## config.mk

```make
export PLATFORM = sky130hd
export DESIGN_NAME = store_buffer
export DESIGN_NICKNAME = d
export VERILOG_FILES = /design/src/rtl/sb_pkg.sv /design/src/rtl/sb_queue.sv /design/src/rtl/store_buffer.sv
export SDC_FILE = /design/constraint.sdc
export NUM_CORES = 1
export LEC_CHECK = 0
export CAP_MARGIN = 0
export CELL_PAD_IN_SITES_DETAIL_PLACEMENT = 2
export CELL_PAD_IN_SITES_GLOBAL_PLACEMENT = 2
export CORE_MARGIN = 1
export CORE_UTILIZATION = 37
export DETAILED_ROUTE_END_ITERATION = 10
export GPL_TIMING_DRIVEN = 0
export PLACE_DENSITY_LB_ADDON = 0.1
export SYNTH_ARGS = -nofsm -noshare
export SYNTH_HDL_FRONTEND = slang
export SYNTH_SLANG_ARGS = --single-unit
```

## constraint.sdc

```tcl
create_clock -name clk -period 2.8 [get_ports clk]
set_clock_uncertainty 0.05 [all_clocks]
set_input_delay 0.56 -clock clk [delete_from_list [all_inputs] [get_ports clk]]
set_output_delay 0.56 -clock clk [all_outputs]
set_load 0.005 [all_outputs]
```

## src/rtl/sb_pkg.sv

```systemverilog
// Shared definitions for the store buffer: default geometry, the layout of
// one buffered entry, and the per-cycle memory-port arbitration states.
package sb_pkg;

  localparam int SB_DEPTH = 4;
  localparam int SB_AW    = 16;
  localparam int SB_DW    = 16;

  // One buffered store at the default widths.
  typedef struct packed {
    logic [SB_AW-1:0] addr;
    logic [SB_DW-1:0] data;
  } sb_entry_t;

  // Owner of the data-memory port for the current cycle.
  typedef enum logic [1:0] {
    IDLE  = 2'd0,
    DRAIN = 2'd1,
    LOAD  = 2'd2
  } sb_arb_e;

endpackage

```

## src/rtl/sb_queue.sv

```systemverilog
// Circular store queue: entry array, head/tail pointers, occupancy count and
// a youngest-match address lookup used for store-to-load forwarding.
// Pointers wrap modulo DEPTH, so DEPTH must be a power of two.
module sb_queue
  import sb_pkg::*;
#(
  parameter int DEPTH = SB_DEPTH,
  parameter int AW    = SB_AW,
  parameter int DW    = SB_DW
) (
  input  logic                     clk,
  input  logic                     rst,
  input  logic                     push_i,
  input  logic [AW-1:0]            push_addr_i,
  input  logic [DW-1:0]            push_data_i,
  input  logic                     pop_i,
  input  logic [AW-1:0]            lookup_addr_i,
  output logic [AW-1:0]            head_addr_o,
  output logic [DW-1:0]            head_data_o,
  output logic [$clog2(DEPTH):0]   count_o,
  output logic                     hit_o,
  output logic [DW-1:0]            hit_data_o
);

  localparam int PW = $clog2(DEPTH);
  localparam int CW = PW + 1;

  logic [AW-1:0] addrMem_q [DEPTH];
  logic [DW-1:0] dataMem_q [DEPTH];
  logic [PW-1:0] headPtr_q, headPtr_d;
  logic [PW-1:0] tailPtr_q, tailPtr_d;
  logic [CW-1:0] count_q, count_d;
  logic [PW-1:0] scanIdx;

  // Pointer and occupancy next state; a push and pop together keep the count.
  always_comb begin
    headPtr_d = headPtr_q;
    tailPtr_d = tailPtr_q;
    count_d   = count_q;
    if (push_i) begin
      tailPtr_d = tailPtr_q + PW'(1);
    end
    if (pop_i) begin
      headPtr_d = headPtr_q + PW'(1);
    end
    case ({push_i, pop_i})
      2'b10:   count_d = count_q + CW'(1);
      2'b01:   count_d = count_q - CW'(1);
      default: count_d = count_q;
    endcase
  end

  // Pointer/count registers; reset discards every buffered entry.
  always_ff @(posedge clk) begin
    if (rst) begin
      headPtr_q <= '0;
      tailPtr_q <= '0;
      count_q   <= '0;
    end else begin
      headPtr_q <= headPtr_d;
      tailPtr_q <= tailPtr_d;
      count_q   <= count_d;
    end
  end

  // Entry storage is only meaningful for slots covered by the count, so it needs no reset.
  always_ff @(posedge clk) begin
    if (push_i) begin
      addrMem_q[tailPtr_q] <= push_addr_i;
      dataMem_q[tailPtr_q] <= push_data_i;
    end
  end

  // Walk live entries oldest to youngest so the last match (the youngest) wins.
  always_comb begin
    hit_o      = 1'b0;
    hit_data_o = '0;
    scanIdx    = '0;
    for (int i = 0; i < DEPTH; i++) begin
      scanIdx = headPtr_q + PW'(i);
      if ((CW'(i) < count_q) && (addrMem_q[scanIdx] == lookup_addr_i)) begin
        hit_o      = 1'b1;
        hit_data_o = dataMem_q[scanIdx];
      end
    end
  end

  assign head_addr_o = addrMem_q[headPtr_q];
  assign head_data_o = dataMem_q[headPtr_q];
  assign count_o     = count_q;

endmodule

```

## src/rtl/store_buffer.sv

```systemverilog
// Store buffer in front of a single-port data memory. Stores are queued and
// drained whenever no load owns the port; loads bypass the queue, and a
// starvation guard forces one drain after DEPTH back-to-back loads while
// stores are waiting.
// Optional feature macro: STORE_FWD_EN -- loads may proceed while stores are
// buffered and take their data from the youngest matching entry. Without it
// loads wait for the buffer to empty and always read memory.
module store_buffer
  import sb_pkg::*;
#(
  parameter int DEPTH = SB_DEPTH,
  parameter int AW    = SB_AW,
  parameter int DW    = SB_DW
) (
  input  logic                     clk,
  input  logic                     rst,
  input  logic                     st_valid,
  input  logic [AW-1:0]            st_addr,
  input  logic [DW-1:0]            st_data,
  output logic                     st_ready,
  input  logic                     ld_valid,
  input  logic [AW-1:0]            ld_addr,
  output logic                     ld_ready,
  output logic                     ld_done,
  output logic [DW-1:0]            ld_data,
  output logic                     mem_write,
  output logic                     mem_read,
  output logic [AW-1:0]            mem_address,
  output logic [DW-1:0]            mem_write_data,
  input  logic [DW-1:0]            mem_read_data,
  output logic                     empty,
  output logic [$clog2(DEPTH):0]   count
);

  localparam int CW = $clog2(DEPTH) + 1;

  sb_arb_e       arbState;
  logic          ldReadyBase;
  logic          guardActive;
  logic          ldAccept;
  logic          pushEn;
  logic          popEn;
  logic [AW-1:0] headAddr;
  logic [DW-1:0] headData;
  logic          fwdHit;
  logic [DW-1:0] fwdData;
  logic [DW-1:0] loadResult;
  logic          ldDone_q, ldDone_d;
  logic [DW-1:0] ldData_q, ldData_d;
  logic [CW-1:0] starveCnt_q, starveCnt_d;

  sb_queue #(
    .DEPTH (DEPTH),
    .AW    (AW),
    .DW    (DW)
  ) u_queue (
    .clk           (clk),
    .rst           (rst),
    .push_i        (pushEn),
    .push_addr_i   (st_addr),
    .push_data_i   (st_data),
    .pop_i         (popEn),
    .lookup_addr_i (ld_addr),
    .head_addr_o   (headAddr),
    .head_data_o   (headData),
    .count_o       (count),
    .hit_o         (fwdHit),
    .hit_data_o    (fwdData)
  );

  assign empty       = (count == '0);
  assign st_ready    = (count < CW'(DEPTH));
  assign guardActive = (starveCnt_q == CW'(DEPTH));

`ifdef STORE_FWD_EN
  assign ldReadyBase = 1'b1;
  assign loadResult  = fwdHit ? fwdData : mem_read_data;
`else
  logic unusedFwd;
  assign ldReadyBase = empty;
  assign loadResult  = mem_read_data;
  assign unusedFwd   = fwdHit ^ (^fwdData);
`endif

  assign ld_ready = ldReadyBase && !guardActive;
  assign ldAccept = ld_valid && ld_ready && !rst;
  assign pushEn   = st_valid && st_ready;
  assign popEn    = (arbState == DRAIN);

  // Pick the port owner: an accepted load wins, otherwise drain if anything is
  // buffered. Reset idles the port so discarded stores never reach memory.
  always_comb begin
    arbState = IDLE;
    if (ldAccept) begin
      arbState = LOAD;
    end else if (!rst && !empty) begin
      arbState = DRAIN;
    end
  end

  // Drive the memory port from the arbitration result; idle cycles drive zeros.
  always_comb begin
    mem_read       = 1'b0;
    mem_write      = 1'b0;
    mem_address    = '0;
    mem_write_data = '0;
    case (arbState)
      LOAD: begin
        mem_read    = 1'b1;
        mem_address = ld_addr;
      end
      DRAIN: begin
        mem_write      = 1'b1;
        mem_address    = headAddr;
        mem_write_data = headData;
      end
      default: begin
        mem_read = 1'b0;
      end
    endcase
  end

  // Load result capture and starvation count: the run of loads that hold off
  // waiting stores grows only on LOAD cycles with a non-empty buffer.
  always_comb begin
    ldDone_d    = 1'b0;
    ldData_d    = ldData_q;
    starveCnt_d = '0;
    if (arbState == LOAD) begin
      ldDone_d = 1'b1;
      ldData_d = loadResult;
      if (!empty) begin
        starveCnt_d = starveCnt_q + CW'(1);
      end
    end
  end

  // Load result and starvation registers.
  always_ff @(posedge clk) begin
    if (rst) begin
      ldDone_q    <= 1'b0;
      ldData_q    <= '0;
      starveCnt_q <= '0;
    end else begin
      ldDone_q    <= ldDone_d;
      ldData_q    <= ldData_d;
      starveCnt_q <= starveCnt_d;
    end
  end

  assign ld_done = ldDone_q;
  assign ld_data = ldData_q;

endmodule

```

Word level (Yosys, flattened, before mapping)
Memory sizes are Yosys's and may differ from the RTL's. A register that Yosys moved wholly into a read port is not among the register bits.
Index checks and enable logic that the tools add are counted.
{"block": "word_totals", "out_inout_bits": 57, "elab_cells": 44, "ramBits": 128, "romBits": 0, "input_bits": 68, "latchBits": 0, "register_bits": 27, "n_memories": 2}
{"memory": "u_queue.addrMem_q", "depth": 4, "word_bits": 16, "read_ports": 1, "rd_clocked_by_memory_dff": 1, "write_ports": 1, "line": "sb_queue.sv:28", "rtl": "logic [AW-1:0] addrMem_q [DEPTH];"}
{"memory": "u_queue.dataMem_q", "depth": 4, "word_bits": 16, "read_ports": 1, "rd_clocked_by_memory_dff": 1, "write_ports": 1, "line": "sb_queue.sv:29", "rtl": "logic [DW-1:0] dataMem_q [DEPTH];"}
{"block": "op_classes", "add_sub_neg": 5, "n_bitwise": 1, "mux": 13, "order_cmp": 1, "n_reduce_logical": 11, "mul": 0, "n_shift": 0, "n_eq_ne": 5, "div": 0}
{"operator": "$pmux W16 S2", "count": 1}
{"operator": "$mux W16", "count": 1}
{"operator": "$mux W2", "count": 5}
{"operator": "$add A3 B1 Y3 const B", "count": 2}
{"operator": "$pmux W3 S2", "count": 1}
{"operator": "$logic_and A1 B1 Y1", "count": 5}
{"operator": "$mux W1", "count": 5}
{"operator": "$add A2 B1 Y2 const B", "count": 2}
{"operator": "$eq A2 B1 Y1 const B", "count": 2}
{"operator": "$eq A2 B2 Y1 const B", "count": 2}
{"operator": "$eq A3 B3 Y1 const B", "count": 1}
{"operator": "$logic_not A1 Y1", "count": 3}
{"operator": "$logic_not A3 Y1", "count": 1}
{"operator": "$lt A3 B3 Y1 const B", "count": 1}
{"operator": "$reduce_or A3 Y1", "count": 1}
{"operator": "$sub A3 B1 Y3 const B", "count": 1}
{"operator": "$reduce_bool A2 Y1", "count": 1}
{"operator": "$not A1 Y1", "count": 1}

Longest topological paths before layout
{"block": "depth", "word_depth": 9, "depth_mapped": 9, "ltp_nobuf": 8}

Cells and area by module
Synthesis repeated with hierarchy kept, for this count alone.
{"block": "hier_totals", "cells_unflattened": 782, "hier_area_um2": 10354.9}
{"module": "sb_queue", "seq_area_each_um2": 4023.9, "instances": 1, "cells_each": 679, "area_per_inst_um2": 9243.9}
{"module": "store_buffer", "seq_area_each_um2": 400.4, "instances": 1, "cells_each": 103, "area_per_inst_um2": 1111.1}

Least setup slack after synthesis
OpenSTA, ideal clock, no wires.
{"block": "synth_path", "path_type": "input to register", "startpoint": "in rst", "endpoint": "reg u_queue.count_q[2], in the netlist u_queue.count_o[2]", "arrival_ps": 2438, "path_stages": 9, "required_ps": 2680, "setup_time_ps": 70, "setup_slack_ps": 241, "path_cell_list": "clkbuf_1 -> nor2_1 -> clkbuf_1 -> ha_1 -> inv_1 -> fa_1 -> xor2_1 -> or3_1 -> a21oi_1"}
{"block": "synth_between", "elab_chain_cells": 7}
{"item": "from (decl)", "line": "store_buffer.sv:16", "rtl": "input logic rst,"}
{"item": "$logic_not A1 Y1", "line": "store_buffer.sv:86, store_buffer.sv:96"}
{"item": "$logic_and A1 B1 Y1", "line": "store_buffer.sv:96", "rtl": "end else if (!rst && !empty) begin"}
{"item": "$mux W1", "line": "store_buffer.sv:96"}
{"item": "$mux W2", "line": "store_buffer.sv:94", "rtl": "if (ldAccept) begin"}
{"item": "$eq A2 B1 Y1", "line": "store_buffer.sv:88", "rtl": "assign popEn = (arbState == DRAIN);"}
{"item": "$eq A2 B1 Y1 / $eq A2 B2 Y1 (equally long branches)", "line": "sb_queue.sv:46", "rtl": "case ({push_i, pop_i})"}
{"item": "$pmux W3 S2 / $reduce_bool A2 Y1 (equally long branches)"}
{"item": "to (signal assigned)", "line": "sb_queue.sv:62", "rtl": "count_q <= count_d;"}
{"item": "to (decl)", "line": "sb_queue.sv:32", "rtl": "logic [CW-1:0] count_q, count_d;"}
Several ways; a longest one is shown, not always the timed one.
A chain may end at the register's enable or synchronous reset.

Worst setup path after layout
{"block": "layout_path", "startpoint": "reg starveCnt_q[0]", "endpoint": "out mem_address[5]"}
{"block": "layout_between", "elab_chain_cells": 8}
{"item": "from (decl)", "line": "store_buffer.sv:50", "rtl": "logic [CW-1:0] starveCnt_q, starveCnt_d;"}
{"item": "from (signal assigned)", "line": "store_buffer.sv:147", "rtl": "starveCnt_q <= starveCnt_d;"}
{"item": "$eq A3 B3 Y1 (*)", "line": "store_buffer.sv:73", "rtl": "assign guardActive = (starveCnt_q == CW'(DEPTH));"}
{"item": "$logic_not A1 Y1 (*)", "line": "store_buffer.sv:85", "rtl": "assign ld_ready = ldReadyBase && !guardActive;"}
{"item": "$logic_and A1 B1 Y1 (*)", "line": "store_buffer.sv:85"}
{"item": "$logic_and A1 B1 Y1 (*) (2 in series)", "line": "store_buffer.sv:86", "rtl": "assign ldAccept = ld_valid && ld_ready && !rst;"}
{"item": "$mux W2 (*)", "line": "store_buffer.sv:94"}
{"item": "$eq A2 B1 Y1 / $eq A2 B2 Y1 (equally long branches)", "line": "store_buffer.sv:107", "rtl": "case (arbState)"}
{"item": "$pmux W16 S2 (*)", "line": "store_buffer.sv:107"}
{"item": "to (decl)", "line": "store_buffer.sv:28", "rtl": "output logic [AW-1:0] mem_address,"}
Mark *: on every way between the ends. The rest lies on a longest branch, timed or not.

==> metrics.md <==
| Metric | Value |
|---|---|
| Sequential element share of the synthesized area | 72.0% |
| Max_cap viols | 0 |
| Power, Total | 0.00754 W |
| Clk_lat worst skew | 0.42 ns |
| CP Class | reg -> out |
| Synth cell types | 29 |
| IO buf count | 123 |
| Clock root buffer | clkbuf_16 |
| Tot GR Track Use | 19.1% |
| Cells after DPL | 662 |
| Actual slew at the worst max-slew pin | 0.570 ns |
| Drt total wl | 15400 um |
| Crit path DAT | 2.23 ns |
| FP Rows | 46 |
| IO Count | 125 |
| Pleak | 3.18 nW |
| GRT overflow | 0 |
| # nets final | 563 |
| Number of synthesized register bits | 157 |
| Worst hold path type | reg -> reg |
| Initial DRC Count | 133 |
| Core area | 16100 um2 |
| Largest net degree at the start of global routing | 32 |
| CP max stage delay | 0.31 ns |
| Data required, critical path | 2.19 ns |
| Worst vdd ir | 0.000462 V |
| Power per Cell Area | 874 nW/um2 |
| Slew Viols, Final | 0 |
| Max Root-Sink Buffers | 2 |
| FF/Latch Area | 4430 um2 |
| Crit path time final | 2.84 ns |
| Fmax achieved | 0.352 GHz |
| # DRC | 0 |
| Number of global-route vias before repair | 3801 |
| FILL cells | 1402 |
| CP max-delay cell | dfxtp_1 |
| Syn-to-layout area delta | 40.4% |
| Fraction of layout cells with a size suffix above 1 | 29.1% |
| DR WL/cell | 21.5 um |
| Finish-stage setup viols | 5 |
| CTS H-Tree Depth | 4 |
| Yosys top cell area share | 62.6% |
| Pre-antenna DRT Iters | 4 |
| Failing checks | setup timing |
| Final worst slack | -0.0378 ns |
| Post-synth top area cell | edfxtp_1 |
| Fraction of the cycle the final worst path needs | 101% |
| Vias | 3459 |
| Worst path cell trace | inv_1 > ha_2 > a2111oi_4 > and3b_1 > buf_6 > buf_4 > buf_12 > a22o_1 > dlygate4sd2_1 |
| RSZ-0062 raised after global routing | yes |
| N_diodes | 0 |
| Num CTS Buffers | 17 |
| Initial antenna violation count | 0 |
| Hold Buf Count CTS | 0 |
| Die W | 131 um |
| Synth Instances | 317 |
| Worst hold margin | 0.490 ns |
| Max_slew headroom | 62.0% |
| Multi-input logic area | 1610 um2 |
| Crit start category | flop |
| CP max FO | 5 |
| Starting density of the core | 38.2% |
| Die area | 17100 um2 |
| Global-route wire length before repair | 22900 um |
| Mean Syn Cell Area | 19.4 um2 |
| RD Place Congestion | 0.662 |
| Die height | 131 um |
| CTS tree | done |
| Post-place setup slack | -0.447 ns |
| CTS Sinks | 157 |
| Synthesized area | 6140 um2 |
| Ys Warns | 0 |
| Post-route ant nets | 0 |
| Hpwl dp | 9700 um |
| Clock-pin slew on the worst setup and hold paths | 0.07 ns |
| CP Capture Type | output pin |
| Status | complete, but fails checks |
| Drt via density | 4.82 |
| Final Hold Fails | 0 |
| Final std cells w/o fill | 717 |
| Synth area leaders | edfxtp_1 63%, mux4_2 12%, dfxtp_1 9.5%, mux2_4 2.4%, a22o_1 2.3% |
-- cell families after synthesis --
| group | share of synthesized area (%) |
|---|---|
| flops | 72.0 |
| simple gates | 4.79 |
| mux | 15.4 |
| buf+inv | 2.30 |
| compound gates | 3.10 |
| fa+ha+maj | 1.55 |
| xor+xnor | 0.713 |
| other cells | 0.0611 |
-- cell type report --
class                           instances  area share (%)
Sequential cell                       157            51.3
Buffer                                 18            2.50
Inverter                                9           0.392
Tap cell                              216            3.13
Timing Repair Buffer                  150            17.2
Clock buffer                           17            4.93
Clock inverter                         15            1.93
Multi-Input combinational cell        135            18.6
-- report_power, final --
group / leakage [nW] / internal [W] / switching (W) / total, W
Sequential: 1.41 / 0.00287 / 0.000141 / 0.00301
Clock: 0.274 / 0.00133 / 0.000976 / 0.00230
Combinational: 1.49 / 0.00131 / 0.000922 / 0.00223
-- cell usage after synthesis --
cell and instances:
nor2_1 9, ha_1 6, o31ai_1 1, buf_4 1
mux2_4 10, a21oi_1 2, a2111oi_4 1, fa_1 1
buf_2 4, buf_12 1, xnor2_1 1, o21ai_0 1
buf_6 2, mux2_2 3, mux2i_1 1, and3b_1 2
dfxtp_1 29, nor2b_1 17, mux4_2 32, nor3_1 1
xor2_1 4, and2_1 20, or3_1 1, mux2_1 3
clkbuf_1 10, inv_1 9, conb_1 1, edfxtp_1 128
a22o_1 16
-- sequential cells by signal, summed over array words and instances, names as in the netlist, named ones only --
name and cells:
u_queue.dataMem_q 64, ld_done 1, starveCnt_q 3, u_queue.count_o 3, u_queue.tailPtr_q 2, ld_data 16
u_queue.headPtr_q 2, u_queue.addrMem_q 64
-- placed cells by master (no fill, tap or decap), types with 3 or more instances in the layout --
| cell type | count |
|---|---|
| nor2_1 | 8 |
| buf_6 | 8 |
| clkdlybuf4s50_1 | 91 |
| buf_4 | 15 |
| dlymetal6s2s_1 | 6 |
| mux2_4 | 10 |
| dfxtp_1 | 26 |
| ha_1 | 5 |
| and2_2 | 4 |
| clkinvlp_4 | 5 |
| clkbuf_1 | 4 |
| clkbuf_2 | 7 |
| clkbuf_8 | 4 |
| inv_1 | 9 |
| a22o_1 | 16 |
| dlygate4sd2_1 | 10 |
| and2_1 | 15 |
| buf_12 | 8 |
| clkbuf_16 | 17 |
| xor2_1 | 4 |
| conb_1 | 3 |
| mux4_2 | 32 |
| edfxtp_1 | 128 |
| mux2_2 | 3 |
| dfxtp_2 | 3 |
| buf_2 | 9 |
| clkinv_4 | 4 |
| nor2b_1 | 17 |
| mux2_1 | 3 |
-- critical path: cells and delay by family (launching register included) --
kind,cells,cell delay [ns]
fa+ha+maj,1,0.18
simple gates,1,0.23
buf+inv,5,0.64
compound gates,2,0.44
flops,1,0.31
-- metal layers --
| layer | global-route usage (%) | wire, um | up-vias |
|---|---|---|---|
| li1 | - | - | 1574 |
| met2 | 34.4 | 8060 | 98 |
| met1 | 22.2 | 6350 | 1774 |
| met3 | 5.01 | 830 | 13 |
| met4 | 6.29 | 174 | 0 |
| met5 | 0 | 0 | - |
-- per-stage QoR --
stage	TNS [ns]	utilization (%)	instance area, um2
floorplan	0	-	6150
global placement	-80.15	47.6	7650
detailed placement	-9.43	48.2	7740
CTS	-0.398	53.6	8610
global route	-1.27	53.7	8620
finish	-0.0924	53.7	8620
-- repair_timing --
| item | 4_1_cts | 5_1_grt |
|---|---|---|
| endpoints found under the setup margin | 36 | 24 |
| pin swaps | 7 | 4 |
| gates resized for setup | 100 | 20 |
| buffers inserted | 15 | 8 |
| gates cloned | 2 | 0 |
-- final timing paths --
check	startpoint	endpoint	slack, ns	cells past startpoint
min	u_queue.headPtr_q[1]$_SDFFE_PP0P_	flop	0.49	2
max reg2reg	u_queue.count_o[2]$_SDFFE_PP0P_	u_queue.count_o[2]$_SDFFE_PP0P_	0.50	9
max	starveCnt_q[0]$_SDFF_PP0_	mem_address[5]	-0.04	9
min reg2reg	u_queue.headPtr_q[1]$_SDFFE_PP0P_	flop	0.49	2
(Power assumes the default switching activity.)
